<file path="src/rtl/ppm_dec_pkg.sv">
// Shared types and constants for the PPM symbol decoder.
// Error codes double as the sym_err port encoding.
package ppm_dec_pkg;

  typedef enum logic [1:0] {
    ERR_OK    = 2'b00,
    ERR_EMPTY = 2'b01,
    ERR_MULTI = 2'b10
  } ppm_err_t;

  localparam int ERRCNT_W = 8;

  function automatic ppm_err_t classify(input logic found, input logic multi);
    if (multi)       return ERR_MULTI;
    else if (!found) return ERR_EMPTY;
    else             return ERR_OK;
  endfunction

endpackage

</file>
<file path="src/rtl/ppm_slot_timer.sv">
// Symbol timer: divides the active frame into NSLOT slots of SLOT_TICKS ticks
// and flags the sampling tick and the final tick of each symbol.
module ppm_slot_timer #(
  parameter int SYM_BITS    = 2,
  parameter int SLOT_TICKS  = 2,
  parameter int SAMPLE_TICK = 1
) (
  input  logic                clk,
  input  logic                rst_n,
  input  logic                tick,
  input  logic                clear,
  output logic                sample_en,
  output logic                sym_end,
  output logic [SYM_BITS-1:0] slot_idx
);

  localparam int NSLOT  = 1 << SYM_BITS;
  localparam int TICK_W = (SLOT_TICKS > 1) ? $clog2(SLOT_TICKS) : 1;

  logic [TICK_W-1:0]   tick_cnt_q, tick_cnt_d;
  logic [SYM_BITS-1:0] slot_cnt_q, slot_cnt_d;
  logic                tick_last, slot_last;

  assign tick_last = (tick_cnt_q == TICK_W'(SLOT_TICKS - 1));
  assign slot_last = (slot_cnt_q == SYM_BITS'(NSLOT - 1));

  assign sample_en = tick && (tick_cnt_q == TICK_W'(SAMPLE_TICK));
  assign sym_end   = tick && tick_last && slot_last;
  assign slot_idx  = slot_cnt_q;

  // NOTE: defaults first so every path assigns both next-state values; no latches.
  always_comb begin
    tick_cnt_d = tick_cnt_q;
    slot_cnt_d = slot_cnt_q;
    if (clear) begin
      tick_cnt_d = '0;
      slot_cnt_d = '0;
    end else if (tick) begin
      if (tick_last) begin
        tick_cnt_d = '0;
        slot_cnt_d = slot_last ? '0 : slot_cnt_q + 1'b1;
      end else begin
        tick_cnt_d = tick_cnt_q + 1'b1;
      end
    end
  end

  // NOTE: non-blocking assignments for all registered state.
  always_ff @(posedge clk or negedge rst_n) begin
    if (!rst_n) begin
      tick_cnt_q <= '0;
      slot_cnt_q <= '0;
    end else begin
      tick_cnt_q <= tick_cnt_d;
      slot_cnt_q <= slot_cnt_d;
    end
  end

endmodule

</file>
<file path="src/rtl/ppm_symbol_decoder.sv">
// PPM symbol decoder: samples an active-low pulse line once per slot and emits
// one decoded symbol plus error code per symbol. PPMDEC_ERRCNT_EN adds err_cnt.
module ppm_symbol_decoder
  import ppm_dec_pkg::*;
#(
  parameter int SYM_BITS    = 2,
  parameter int SLOT_TICKS  = 2,
  parameter int SAMPLE_TICK = 1
) (
  input  logic                clk,
  input  logic                rst_n,
  input  logic                clk16,
  input  logic                state_in,
  input  logic                Din,
  output logic [SYM_BITS-1:0] sym_data,
  output logic [1:0]          sym_err,
  output logic                sym_valid,
  input  logic                sym_ready,
  output logic                ovf
`ifdef PPMDEC_ERRCNT_EN
  ,
  output logic [ERRCNT_W-1:0] err_cnt
`endif
);

  logic                din_q;
  logic                tick, sample_en, sym_end;
  logic [SYM_BITS-1:0] slot_idx;

  logic                found_q, found_d;
  logic                multi_q, multi_d;
  logic [SYM_BITS-1:0] pos_q, pos_d;

  logic                hit, found_now, multi_now;
  logic [SYM_BITS-1:0] pos_now;
  ppm_err_t            res_err;

  logic [SYM_BITS-1:0] sym_data_q, sym_data_d;
  ppm_err_t            sym_err_q, sym_err_d;
  logic                sym_valid_q, sym_valid_d;
  logic                ovf_q, ovf_d;
  logic                load, drop, transfer;

  assign tick = clk16 && state_in;

  ppm_slot_timer #(
    .SYM_BITS   (SYM_BITS),
    .SLOT_TICKS (SLOT_TICKS),
    .SAMPLE_TICK(SAMPLE_TICK)
  ) u_timer (
    .clk      (clk),
    .rst_n    (rst_n),
    .tick     (tick),
    .clear    (!state_in),
    .sample_en(sample_en),
    .sym_end  (sym_end),
    .slot_idx (slot_idx)
  );

  // The result folds in a sample taken on the commit tick itself.
  assign hit       = sample_en && din_q;
  assign found_now = found_q || hit;
  assign multi_now = multi_q || (hit && found_q);
  assign pos_now   = found_q ? pos_q : (hit ? slot_idx : '0);
  assign res_err   = classify(found_now, multi_now);

  assign transfer = sym_valid_q && sym_ready;
  assign load     = sym_end && (!sym_valid_q || sym_ready);
  assign drop     = sym_end && sym_valid_q && !sym_ready;

  always_comb begin
    found_d     = found_now;
    multi_d     = multi_now;
    pos_d       = pos_now;
    sym_data_d  = sym_data_q;
    sym_err_d   = sym_err_q;
    sym_valid_d = sym_valid_q;
    ovf_d       = ovf_q;

    if (!state_in || sym_end) begin
      found_d = 1'b0;
      multi_d = 1'b0;
      pos_d   = '0;
    end

    if (load) begin
      sym_data_d  = pos_now;
      sym_err_d   = res_err;
      sym_valid_d = 1'b1;
    end else if (transfer) begin
      sym_valid_d = 1'b0;
    end

    if (!state_in)  ovf_d = 1'b0;
    else if (drop)  ovf_d = 1'b1;
  end

  always_ff @(posedge clk or negedge rst_n) begin
    if (!rst_n) begin
      din_q       <= 1'b0;
      found_q     <= 1'b0;
      multi_q     <= 1'b0;
      pos_q       <= '0;
      sym_data_q  <= '0;
      sym_err_q   <= ERR_OK;
      sym_valid_q <= 1'b0;
      ovf_q       <= 1'b0;
    end else begin
      din_q       <= !Din;
      found_q     <= found_d;
      multi_q     <= multi_d;
      pos_q       <= pos_d;
      sym_data_q  <= sym_data_d;
      sym_err_q   <= sym_err_d;
      sym_valid_q <= sym_valid_d;
      ovf_q       <= ovf_d;
    end
  end

  assign sym_data  = sym_data_q;
  assign sym_err   = sym_err_q;
  assign sym_valid = sym_valid_q;
  assign ovf       = ovf_q;

`ifdef PPMDEC_ERRCNT_EN
  // Dropped commits are still counted: the error happened on the line.
  logic [ERRCNT_W-1:0] err_cnt_q;

  always_ff @(posedge clk or negedge rst_n) begin
    if (!rst_n) begin
      err_cnt_q <= '0;
    end else if (sym_end && (res_err != ERR_OK) && (err_cnt_q != '1)) begin
      err_cnt_q <= err_cnt_q + 1'b1;
    end
  end

  assign err_cnt = err_cnt_q;
`else
`endif

endmodule

</file>
<file path="config.mk">
export PLATFORM = sky130hd
export DESIGN_NAME = ppm_symbol_decoder
export DESIGN_NICKNAME = d
export VERILOG_FILES = /design/src/rtl/ppm_dec_pkg.sv /design/src/rtl/ppm_slot_timer.sv /design/src/rtl/ppm_symbol_decoder.sv
export SDC_FILE = /design/constraint.sdc
export NUM_CORES = 1
export LEC_CHECK = 0
export ABC_AREA = 1
export BUFFER_PORTS_ARGS = -buffer_cell sky130_fd_sc_hd__buf_2
export CORE_AREA = 2 2 39 41
export DETAILED_ROUTE_END_ITERATION = 6
export DIE_AREA = 0 0 41 43
export HOLD_SLACK_MARGIN = 0.12
export PLACE_DENSITY_LB_ADDON = 0.08
export SYNTH_ARGS = -nofsm -noshare
export SYNTH_HDL_FRONTEND = slang
export SYNTH_HIERARCHICAL = 1
export SYNTH_SLANG_ARGS = --single-unit
</file>
<file path="constraint.sdc">
create_clock -name clk -period 3.3 [get_ports clk]
set_clock_uncertainty 0.1 [all_clocks]
set_input_delay 0.66 -clock clk [delete_from_list [all_inputs] [get_ports clk]]
set_output_delay 0.66 -clock clk [all_outputs]
set_load 0.05 [all_outputs]
</file>
==> results.toml <==
[yosys]
synth_seq_cells = 14
netlist_area_sq_um = 624.3
avgSynthCellArea_sq_um = 8.325
netlist_instances = 75
yosysWarnings = 6
synth.top_cell.area_share_pct = 56.11
ys_seq_area_share_pct = 56.11
ys_types = 15
synth_nets = 82
synth_area_leader_cell = "dfrtp_1"
synthTopCellsByArea = "dfrtp_1 56%, nand2_1 15%, inv_1 6.6%, nor2_1 4.2%, nand3_1 3.2%"

[floorplan]
pin_count = 12
placementRows = 14
chipHeight_um = 43
start_util_pct = 45.12
core-area_sq_mm = 0.001384
dieArea_sq_mm = 0.001763
fp.dieW_um = 41

[critical_path]
cp-start-kind = "flop"
timing.rr.end = "sym_data[0]"
worstRegToRegCells = 7
crit_path_max_fanout = 4
slowest_delay_ns = 0.40
path_delay_family = "flip-flops"
reg2reg_slack_ns = 1.88
crit_type = "reg -> out"
end_kind = "output pin"
cp_num_buf_inv = 1
arrival_ns = 0.97
worstPathCellList = "buf_2"
r2r-start = "u_timer/slot_idx[0]"
required_ns = 2.54
crit_slowest_cell = "dfrtp_1"

[finish]
layout_commonest_cell = "nand2_1"
fin_util_pct = 53.16
drive_above_1_share_pct = 25.56
final_cells = 106
layout_common_cells = "25 x nand2_1, 14 x dfrtp_1, 11 x inv_1, 11 x buf_2, 7 x nor2_1"
fin_area_sq_um = 735.7
layout.nets = 98
antenna_cells = 0
nFillCells = 142
area_delta_synth_final_pct = 17.84

[route]
antenna_left = 0
wl_per_cell_um = 9.934
drc = 0
dr.pass1.iters = 4
wl_met2_um = 497
met1Wirelength_um = 488
totalWireLength_mm = 1.053
vias = 493
drt-initial-drc-count = 9
wl_met3_um = 35
viasPerCell = 4.651
top_layer_used = "met4"

[place]
dp_hpwl_um = 794.5
place_area_sq_um = 699.4
dp_cells = 102
gp_congestion = 0.6933
numPortBuffers = 11
place_ws_ns = 1.519

[timing]
max_slew.worst_pin.slew_ns = 0.3137
setup-tns-final_ns = 0
fin_hold_ws_ns = 0.1543
drv_slew = 0
post-route-period-util_pct = 52.30
worst_slack_ns = 1.574
min_period_ns = 1.726
setup_viol = 0
rsz0062_at_grt = "no"
max_freq_ghz = 0.5794
maxSlewHeadroom_pct = 79.09
hold_violations = 0

[min_path]
hp-class = "in -> async"

[clock_network]
holdBufCountCts = 0
post_cts_buffers = 0
ctsHtreeMaxLevel = 1
cts.sinks = 14
cts_made_buffers = 3
clk_pin_slew_ns = 0.09
clk_latency_ns = 0.28
cts_tree = "built"
ctsResizeCount = 0
clock_path_buffers = 2
cts_root_buf = "clkbuf_4"

[power_and_ir_drop]
power.leakage_nw = 0.4398
vdd_ir_drop_max_uv = 263.4
p_total_mw = 0.3140
power_density_mw_per_mm2 = 426.9

[global_routing]
grt_overflow = 0
grt_pass1_vias = 481
grt_max_degree = 15
grt_first_pass_wirelength_mm = 1.869
antenna_found_initial = 0
track_usage_pct = 16.45

[outcome]
run_status = "completed"

[run]
maxCapViolCount = 0
## cell type report
class                           count  area (sq um)  area share [%]
Sequential cell                    14         350.3           47.62
Timing Repair Buffer               11         55.05           7.483
Tap cell                           16         20.02           2.721
Inverter                           13         48.80           6.633
Clock buffer                        4         36.28           4.932
Multi-Input combinational cell     48         225.2           30.61
## worst max-delay path by stage
stage | start | end | slack (ns) | depth (start not counted)
floorplan | clk16 | sym_data[0] | 1.76 | 8
global placement | state_in | sym_data[0] | 1.53 | 9
detailed placement | state_in | sym_data[0] | 1.52 | 9
CTS | sym_valid | sym_valid | 1.57 | 1
global route | sym_valid | sym_valid | 1.54 | 1
finish | sym_valid | sym_valid | 1.57 | 1
## flip-flops by register name (all words and copies together) (netlist names)
name	count
multi_q	1
sym_valid	1
ovf	1
din_q	1
u_timer/tick_cnt_q	1
found_q	1
u_timer/slot_idx	2
sym_data	2
pos_q	2
sym_err	2
## synth_stat cells
library cell,instances
nand3_1,4
inv_2,2
nand2_2,2
a31oi_1,1
nor2_1,7
nor2_2,1
dfrtp_1,14
o21ai_1,2
nand2_1,25
nand3_2,1
ha_1,1
o21ai_2,1
a21oi_2,1
inv_1,11
a21oi_1,2
## kinds of logic (layout without fill, tap and decap cells)
logic type,count (synthesis),in the layout,share of synthesized area (%)
simple gates,40,40,27.06
flops,14,14,56.11
buf+inv,13,28,7.816
compound gates,7,7,7.015
fa+ha+maj,1,1,2.004
## layer usage
| layer | up-vias | track usage [%] |
|---|---|---|
| met1 | 220 | 20.07 |
| li1 | 260 | - |
| met2 | 9 | 23.44 |
| met3 | 4 | 3.141 |
| met4 | 0 | 14.00 |
| met5 | - | 0 |
## report_power, final
group	total (mW)	internal, mW	switching, mW
combinational	0.0155	0.00484	0.0107
clock	0.124	0.0672	0.0564
sequential	0.175	0.174	0.00142
total	0.314	0.246	0.0685
Power figures use the tool's default switching activity.
